**src/rtl/fft16_radix4_butterfly_pkg.sv**
```systemverilog
// rtl/fft16_radix4_butterfly_pkg.sv - shared widths, slot pack/unpack helpers and Q1.8 twiddle table
// Contents: DW/TW widths, complex sample and twiddle types, get_slot/put_slot
// for the 4-slot calc bus, twiddle_idx (n*k) and twiddle (W16^p lookup).
package fft_pkg;

  localparam int DW     = 17;            // signed Q8.8 component
  localparam int TW     = 10;            // signed Q1.8 coefficient
  localparam int SLOT_W = 2 * DW;        // one complex sample
  localparam int BUS_W  = 4 * SLOT_W;    // four complex samples

  // Real part sits in the upper half of a slot, matching the bus packing.
  typedef struct packed {
    logic [DW-1:0] re;
    logic [DW-1:0] im;
  } cplx_t;

  typedef struct packed {
    logic [TW-1:0] re;
    logic [TW-1:0] im;
  } twiddle_t;

  function automatic cplx_t get_slot(input logic [BUS_W-1:0] bus, input int m);
    return bus[SLOT_W*m +: SLOT_W];
  endfunction

  function automatic logic [BUS_W-1:0] put_slot(input logic [BUS_W-1:0] bus,
                                                input int m, input cplx_t s);
    logic [BUS_W-1:0] r;
    r = bus;
    r[SLOT_W*m +: SLOT_W] = s;
    return r;
  endfunction

  // Twiddle exponent for pass n, slot k; n,k <= 3 so the product fits in 4 bits.
  function automatic logic [3:0] twiddle_idx(input logic [1:0] n, input logic [1:0] k);
    return 4'(n) * 4'(k);
  endfunction

  // W16^p = cos(2*pi*p/16) - j*sin(2*pi*p/16). p = 0 and p = 4 are handled
  // exactly by the datapath, so their entries are never multiplied.
  function automatic twiddle_t twiddle(input logic [3:0] p);
    twiddle_t t;
    case (p)
      4'd1:    begin t.re = 10'sd237;  t.im = -10'sd98;  end
      4'd2:    begin t.re = 10'sd181;  t.im = -10'sd181; end
      4'd3:    begin t.re = 10'sd98;   t.im = -10'sd237; end
      4'd6:    begin t.re = -10'sd181; t.im = -10'sd181; end
      4'd9:    begin t.re = -10'sd237; t.im = 10'sd98;   end
      default: begin t.re = '0;        t.im = '0;        end
    endcase
    return t;
  endfunction

endpackage

```
**src/rtl/fft16_radix4_butterfly_if.sv**
```systemverilog
// rtl/fft16_radix4_butterfly_if.sv - calc bus between FFT controller and butterfly
// Signals: calc_in (4 packed complex inputs), rotation ({stage, pass}),
// calc_out (4 packed complex results). master drives inputs, slave drives calc_out.
interface fft16_radix4_butterfly_if;
  import fft_pkg::*;

  logic [BUS_W-1:0] calc_in;
  logic [2:0]       rotation;
  logic [BUS_W-1:0] calc_out;

  modport master (output calc_in, output rotation, input calc_out);
  modport slave  (input calc_in, input rotation, output calc_out);

endinterface

```
**src/rtl/fft16_radix4_butterfly_cmplx_mult_q8.sv**
```systemverilog
// rtl/fft16_radix4_butterfly_cmplx_mult_q8.sv - Q8.8 x Q1.8 complex multiply, truncated back to Q8.8
// Ports: a (complex Q8.8 in), w (complex Q1.8 twiddle), p (complex Q8.8 product).
module cmplx_mult_q8
  import fft_pkg::*;
(
  input  cplx_t    a,
  input  twiddle_t w,
  output cplx_t    p
);

  localparam int PW = DW + TW + 1;   // product width plus one bit for the sum

  logic signed [DW-1:0] ar, ai;
  logic signed [TW-1:0] wr, wi;
  logic signed [PW-1:0] ar_x, ai_x, wr_x, wi_x;
  logic signed [PW-1:0] re_full, im_full;

  assign ar = a.re;
  assign ai = a.im;
  assign wr = w.re;
  assign wi = w.im;

  assign ar_x = PW'(ar);
  assign ai_x = PW'(ai);
  assign wr_x = PW'(wr);
  assign wi_x = PW'(wi);

  assign re_full = ar_x * wr_x - ai_x * wi_x;
  assign im_full = ar_x * wi_x + ai_x * wr_x;

  // Single arithmetic shift at the end (floor), then wrap to DW bits.
  assign p.re = DW'(re_full >>> 8);
  assign p.im = DW'(im_full >>> 8);

endmodule

```
**src/rtl/fft16_radix4_butterfly.sv**
```systemverilog
// rtl/fft16_radix4_butterfly.sv - radix-4 butterfly with stage-1 W16 twiddle rotation, 1-cycle latency
// Ports: clk, rst (async active-high, clears calc_out), bus (slave: calc_in,
// rotation -> registered calc_out).
module fft16_radix4_butterfly
  import fft_pkg::*;
(
  input  logic                      clk,
  input  logic                      rst,
  fft16_radix4_butterfly_if.slave   bus
);

  logic [1:0]       pass_n;
  logic             stage2;
  cplx_t            x [4];
  cplx_t            y [4];
  cplx_t            z [4];
  logic [3:0]       tw_p [1:3];
  twiddle_t         tw [1:3];
  cplx_t            prod [1:3];
  logic [BUS_W-1:0] next_out;

  assign pass_n = bus.rotation[1:0];
  assign stage2 = bus.rotation[2];

  // Butterfly; the +-j terms are swaps/negations. All sums wrap at DW bits.
  always_comb begin
    for (int k = 0; k < 4; k++) x[k] = get_slot(bus.calc_in, k);
    y[0].re = x[0].re + x[1].re + x[2].re + x[3].re;
    y[0].im = x[0].im + x[1].im + x[2].im + x[3].im;
    y[1].re = x[0].re + x[1].im - x[2].re - x[3].im;
    y[1].im = x[0].im - x[1].re - x[2].im + x[3].re;
    y[2].re = x[0].re - x[1].re + x[2].re - x[3].re;
    y[2].im = x[0].im - x[1].im + x[2].im - x[3].im;
    y[3].re = x[0].re - x[1].im - x[2].re + x[3].im;
    y[3].im = x[0].im + x[1].re - x[2].im - x[3].re;
  end

  always_comb begin
    for (int k = 1; k < 4; k++) begin
      tw_p[k] = twiddle_idx(pass_n, 2'(k));
      tw[k]   = twiddle(tw_p[k]);
    end
  end

  // Slot 0 always sees p = 0, so only slots 1..3 carry a multiplier.
  for (genvar k = 1; k < 4; k++) begin : g_mult
    cmplx_mult_q8 u_mult (
      .a (y[k]),
      .w (tw[k]),
      .p (prod[k])
    );
  end

  always_comb begin
    next_out = '0;
    z[0] = y[0];
    for (int k = 1; k < 4; k++) begin
      if (stage2 || tw_p[k] == 4'd0) begin
        z[k] = y[k];
      end else if (tw_p[k] == 4'd4) begin
        // (a + jb) * -j = b - ja, exact.
        z[k].re = y[k].im;
        z[k].im = -y[k].re;
      end else begin
        z[k] = prod[k];
      end
    end
    for (int k = 0; k < 4; k++) next_out = put_slot(next_out, k, z[k]);
  end

  always_ff @(posedge clk or posedge rst) begin
    if (rst) bus.calc_out <= '0;
    else     bus.calc_out <= next_out;
  end

endmodule

```
**src/flat_wrapper.sv**
```systemverilog
// flat-port wrapper written by rule: the top's interface ports become plain ports
module fft16_radix4_butterfly_flat import fft_pkg::*;
  (clk, rst, bus_calc_in, bus_rotation, bus_calc_out);
  fft16_radix4_butterfly_if bus_i ();
  input  logic clk;
  input  logic rst;
  input wire logic [$bits(bus_i.calc_in)-1:0] bus_calc_in;
  input wire logic [$bits(bus_i.rotation)-1:0] bus_rotation;
  output wire logic [$bits(bus_i.calc_out)-1:0] bus_calc_out;
  assign bus_i.calc_in = bus_calc_in;
  assign bus_i.rotation = bus_rotation;
  assign bus_calc_out = bus_i.calc_out;
  fft16_radix4_butterfly u_core (.clk(clk), .rst(rst), .bus(bus_i));
endmodule
```
**config.mk**
```make
export PLATFORM = sky130hd
export DESIGN_NAME = fft16_radix4_butterfly_flat
export DESIGN_NICKNAME = d
export VERILOG_FILES = /design/src/rtl/fft16_radix4_butterfly_pkg.sv /design/src/rtl/fft16_radix4_butterfly_if.sv /design/src/rtl/fft16_radix4_butterfly_cmplx_mult_q8.sv /design/src/rtl/fft16_radix4_butterfly.sv /design/src/flat_wrapper.sv
export SDC_FILE = /design/constraint.sdc
export NUM_CORES = 2
export LEC_CHECK = 0
export ABC_CLOCK_PERIOD_IN_PS = 7500
export BUFFER_PORTS_ARGS = -buffer_cell sky130_fd_sc_hd__buf_2
export CORE_UTILIZATION = 40
export DETAILED_ROUTE_END_ITERATION = 10
export GPL_TIMING_DRIVEN = 1
export REMOVE_ABC_BUFFERS = 1
export SLEW_MARGIN = 10
export SYNTH_ARGS = -nofsm -noshare
export SYNTH_HDL_FRONTEND = slang
export SYNTH_SLANG_ARGS = --single-unit
```
**constraint.sdc**
```tcl
create_clock -name clk -period 7.5 [get_ports clk]
set_input_delay 1.5 -clock clk [delete_from_list [all_inputs] [get_ports clk]]
set_output_delay 1.5 -clock clk [all_outputs]
set_load 0.05 [all_outputs]
```
[After elaboration in Yosys (flattened, before gate mapping)]
Index checks and enable logic that the tools add are counted.
Operators by class
  $add $sub $neg: 32
  $mul: 13
  eq/ne operators: 9
  multiplexer cells: 8
  reduce and logical (&&, ||, !) cells: 6
Operators by type and width (count)
  multiplier 17 x 10 -> 25 bit: 10
  adder 17 bit: 12
  subtractor 17 bit: 12
  2-to-1 mux 34 bit: 5
  case mux 20 bit (5 select lines): 1
  adder 25 bit: 3
  subtractor 25 bit: 3
  case mux 18 bit (3 select lines): 1
  multiplier 17 x 9 -> 25 bit: 2
  case mux 20 bit (2 select lines): 1
  negation 17 bit: 2
  zero test 4 bit: 3
  equality test 4 x 2 -> 1 bit, second input constant: 2
  equality test 4 x 3 -> 1 bit, second input constant: 2
  equality test 2 bit, second input constant: 2
  equality test 4 x 1 -> 1 bit, second input constant: 1
  equality test 4 bit, second input constant: 1
  multiplier 2 x 2 -> 4 bit, second input constant: 1
  logical OR 1 bit: 3
  equality test 2 x 1 -> 1 bit, second input constant: 1
Word-level totals
  register bits after elaboration: 136
  word-level logic and storage cells: 69

[Longest topological paths before layout]
  depth in word-level cells: 7
  depth in mapped cells: 43

[Modules after synthesis]
From an unflattened synthesis, not the netlist that was laid out.
Second synthesis, totals
  cells, all modules: 9545
  area total of the unflattened synthesis: 87072.3 sq um
By module, submodules not included
  cmplx_mult_q8 (u_core.g_mult[1].u_mult): instances 1, cells each 2565, area an instance 23110.9 sq um, seq. area each 0.0 sq um
  cmplx_mult_q8 (u_core.g_mult[3].u_mult): instances 1, cells each 2561, area an instance 23098.4 sq um, seq. area each 0.0 sq um
  cmplx_mult_q8 (u_core.g_mult[2].u_mult): instances 1, cells each 2551, area an instance 23072.1 sq um, seq. area each 0.0 sq um
  fft16_radix4_butterfly: instances 1, cells each 1868, area an instance 17790.8 sq um, seq. area each 3403.3 sq um

[Worst setup path before layout]
No wires, ideal clock.
  path kind: in2reg
  start: in bus_calc_in[51]
  end: reg u_core.bus.calc_out[101]
  setup time: 78 ps
  arrival time: 11311 ps
  required time: 7422 ps
  path slack: -3889 ps
  cell stages on the path: 38
  path buffers: 0
  cell sequence: inv_1 > fa_1 > inv_1 > fa_1 > inv_1 > ha_1 > inv_1 > fa_1 > nor2b_1 > o21ai_1 > a21oi_1 > o32ai_1 > xnor2_1 > o21ai_0 > inv_1 > fa_1 > ha_1 > inv_1 > (+2 left out) > fa_1 > inv_1 > fa_1 > inv_1 > fa_1 > fa_1 > ha_1 > a21o_1 > a221oi_2 > a31oi_1 > a41o_1 > o41a_1 > and4_1 > a211oi_1 > xnor3_1 > o31a_1 > or3_1 > a21oi_1
On the way
  word-level cells in the longest chain between the ends: 7
Ends and longest elaborated chain
  start, declared: RTL line flat_wrapper.sv:7  | input wire logic [$bits(bus_i.calc_in)-1:0] bus_calc_in;
  subtractor 17 bit *: RTL line fft16_radix4_butterfly.sv:32  | y[2].re = x[0].re - x[1].re + x[2].re - x[3].re;
  adder 17 bit *: RTL line fft16_radix4_butterfly.sv:32
  subtractor 17 bit *: RTL line fft16_radix4_butterfly.sv:32
  multiplier 17 x 10 -> 25 bit: RTL line fft16_radix4_butterfly_cmplx_mult_q8.sv:28  | assign re_full = ar_x * wr_x - ai_x * wi_x;
  subtractor 25 bit: RTL line fft16_radix4_butterfly_cmplx_mult_q8.sv:28
  2-to-1 mux 34 bit: RTL line fft16_radix4_butterfly.sv:60  | end else if (tw_p[k] == 4'd4) begin
  2-to-1 mux 34 bit *: RTL line fft16_radix4_butterfly.sv:58  | if (stage2 || tw_p[k] == 4'd0) begin
  net u_core.next_out[101]: RTL line fft16_radix4_butterfly.sv:20  | logic [BUS_W-1:0] next_out;
  end signal, assigned: RTL line fft16_radix4_butterfly.sv:73  | else bus.calc_out <= next_out;
  end, declared: RTL line fft16_radix4_butterfly_if.sv:12  | modport slave (input calc_in, input rotation, output calc_out);
The timed path passes the listed nets; every way through them passes the cells marked *.

[Worst setup path in the final report]
  start: in bus_calc_in[51]
  end: reg u_core.bus.calc_out[67]
On the way
  word-level cells in the longest chain between the ends: 6
Ends and longest elaborated chain
  subtractor 17 bit (2 in series): RTL line fft16_radix4_butterfly.sv:31  | y[1].im = x[0].im - x[1].re - x[2].im + x[3].re;
  adder 17 bit: RTL line fft16_radix4_butterfly.sv:31
  multiplier 17 x 10 -> 25 bit: RTL line fft16_radix4_butterfly_cmplx_mult_q8.sv:28
  subtractor 25 bit: RTL line fft16_radix4_butterfly_cmplx_mult_q8.sv:28
  2-to-1 mux 34 bit: RTL line fft16_radix4_butterfly.sv:58
  net u_core.next_out[67]: RTL line fft16_radix4_butterfly.sv:20
The timed path passes the listed nets, and every way through them passes these cells.

==> flow_metrics.env <==
export IMPL_cp_arrival_ns=11.28
export IMPL_viasPerCell=4.90
export IMPL_worst_pin_slew_ns=1.09
export IMPL_ys_top_cells_by_count="inv_1 (2,442), fa_1 (1,845), ha_1 (795)"
export IMPL_rsz0062_at_grt="true"
export IMPL_worstSetupPathDepth=42
export IMPL_cp_required_ns=7.99
export IMPL_finalHoldViolCount=0
export IMPL_outcome="finished with violations"
export IMPL_maxCapViolations=0
export IMPL_seq_area_sq_um=3400
export IMPL_cp_top_family="adder cells"
export IMPL_path_buf_inv=12
export IMPL_antenna_left=0
export IMPL_clk_pin_slew_ns=0.11
export IMPL_async_reset_ff_share_pct=100
export IMPL_slew_headroom_pct=27.2
export IMPL_grt_max_degree=88
export IMPL_cp_slowest_stage_delay_ns=0.57
export IMPL_synth_avg_cell_area_sq_um=9.40
export IMPL_largest_reg_flops=136
export IMPL_antenna_found_initial=33
export IMPL_synth_area_leader_cell="fa_1"
export IMPL_maxSlewViolCount=0
export IMPL_track_usage_pct=29.9
export IMPL_tns_ns=-251.09
export IMPL_nNetsFinal=12785
export IMPL_synth_area_sq_um=75100
export IMPL_drcViolationCount=0
export IMPL_area_growth_pct=32.7
export IMPL_totalWireLength_mm=276
export IMPL_grt_ovfl_total=0
export IMPL_io_buffers=276
export IMPL_first_pass_iters=5
export IMPL_min_path_type="input pin to asynchronous set/reset pin"
export IMPL_max_flop_register="u_core.bus.calc_out"
export IMPL_grtUsageMet2_pct=48.5
export IMPL_die_w_um=435
export IMPL_cts_root_buf="clkbuf_16"
export IMPL_setup_viol=102
export IMPL_grt_pass1_vias=68406
export IMPL_violations="setup timing"
export IMPL_gp_congestion=1.02
export IMPL_synth_top_area_share_pct=49.2
export IMPL_yosys_cell_count_top_type="inv_1"
export IMPL_dr_total_vias=61483
export IMPL_yosysSeqAreaShare_pct=4.53
export IMPL_ios=277
export IMPL_cp_max_fo=6
export IMPL_period_needed_ns=10.79
export IMPL_grtUsageMet3_pct=4.09
export IMPL_num_fill_cells=16754
export IMPL_multiInputGateArea_sq_um=66600
export IMPL_critPathKind="input pin to register"
export IMPL_cts_buffers=17
export IMPL_core_sq_um=186000
export IMPL_netlist_cell_type_count=80
export IMPL_worst_slack_ns=-3.29
export IMPL_synth_seq_cells=136
export IMPL_synth_warnings=0
export IMPL_layout_drive_gt1_share_pct=30.7
export IMPL_syn_inst=7996
export IMPL_synth_area_leaders="fa_1 (49%), ha_1 (13%), inv_1 (12%)"
export IMPL_synth_edf_count=0
export IMPL_grt_busiest_layer="met2"
export IMPL_cts_buffer_depth=2
export IMPL_synth_ff_type="dfrtp_1"
export IMPL_die_area_sq_um=190000
export IMPL_cp_slowest_cell="fa_1"
export IMPL_end_kind="register"
export IMPL_drt_iter0_markers=3998
export IMPL_routedWlPerCell_um=22.0
export IMPL_start_util_pct=40.4
export IMPL_use_met1_pct=37.7
export IMPL_cts_sinks=136
export IMPL_crit_top_cell="fa_1"
export IMPL_largestRegisters="u_core.bus.calc_out (136)"
export IMPL_ctsHtreeMaxLevel=4
export IMPL_crit_path_start_kind="input pin"
export IMPL_cts_tree="built"
export IMPL_dpl_hpwl_mm=242
export IMPL_clock_fmax_mhz=92.7
export IMPL_finalCritPeriodShare_pct=144
export IMPL_row_count=158
export IMPL_die_h_um=435
export IMPL_grt_pass1_wl_mm=420
==> cells in the final DEF (no fill, tap or decap), drive strengths merged, types with 55 or more instances in the layout <==
master / n
a21o: 72
a21oi: 193
and2: 272
buf: 2156
dfrtp: 136
fa: 1845
ha: 795
inv: 2451
nand2: 534
nor2: 420
nor3: 55
o21ai: 155
xnor2: 261
xor2: 127
==> stage by stage <==
| stage | setup WS, ns | hold slack, ns | utilization (%) | cell area, sq um | instances |
|---|---|---|---|---|---|
| 2_1_floorplan | -3.98 | 1.64 | - | 74500 | 7823 |
| 3_3_place_gp | -4.57 | 1.55 | 49.6 | 92300 | 12288 |
| 3_5_place_dp | -4.62 | 1.56 | 49.6 | 92300 | 12288 |
| 4_1_cts | -3.31 | 0.890 | 52.5 | 97600 | 12441 |
| 5_1_grt | -3.58 | 0.937 | 53.6 | 99700 | 12532 |
| 6_report | -3.29 | 0.898 | 53.6 | 99700 | 12538 |
==> cells by family after synthesis <==
logic type | after synthesis | share of synthesized area, %
adders and majority gates | 2640 | 62.4
buffers and inverters | 2617 | 13.1
xor gates and xnor gates | 394 | 4.73
AOI/OAI and AO/OA | 640 | 5.42
muxes | 10 | 0.133
DFF | 136 | 4.53
and+or+nand+nor | 1559 | 9.73
==> worst max-delay path by stage <==
stage / from / end
6_report: bus_calc_in[51] / u_core.bus.calc_out[67]$_DFF_PP0_
4_1_cts: bus_calc_in[0] / u_core.bus.calc_out[67]$_DFF_PP0_
3_3_place_gp: bus_calc_in[0] / u_core.bus.calc_out[118]$_DFF_PP0_
5_1_grt: bus_calc_in[51] / u_core.bus.calc_out[67]$_DFF_PP0_
2_1_floorplan: bus_calc_in[51] / u_core.bus.calc_out[101]$_DFF_PP0_
3_5_place_dp: bus_calc_in[0] / u_core.bus.calc_out[101]$_DFF_PP0_
==> per-layer routing <==
metal  vias to the layer above  part of all wire [%]
li1                      27505                     -
met1                     31259                    39
met2                      2123                    48
met3                       590                   6.1
met4                         6                   7.2
met5                         -                 0.019
==> final cells by class <==
class,count,share of cell area (%)
tap,2480,3.11
timing repair buffer,2162,16.7
clock inverter,15,0.203
inverter,2444,9.23
antenna,41,0.103
multi-input combinational,5243,66.8
sequential,136,3.41
clock buffer,17,0.427
==> what timing repair did <==
action | 4_1_cts | 5_1_grt
setup buffers | 139 | 96
resized for setup | 918 | 405
setup endpoints to repair | 102 | 102
hold buffers | 0 | 0
pin swaps | 542 | 408
Power is left out: the tool's default activity adds up to more than one toggle a clock period on the data nets, which glitch-free logic cannot reach.
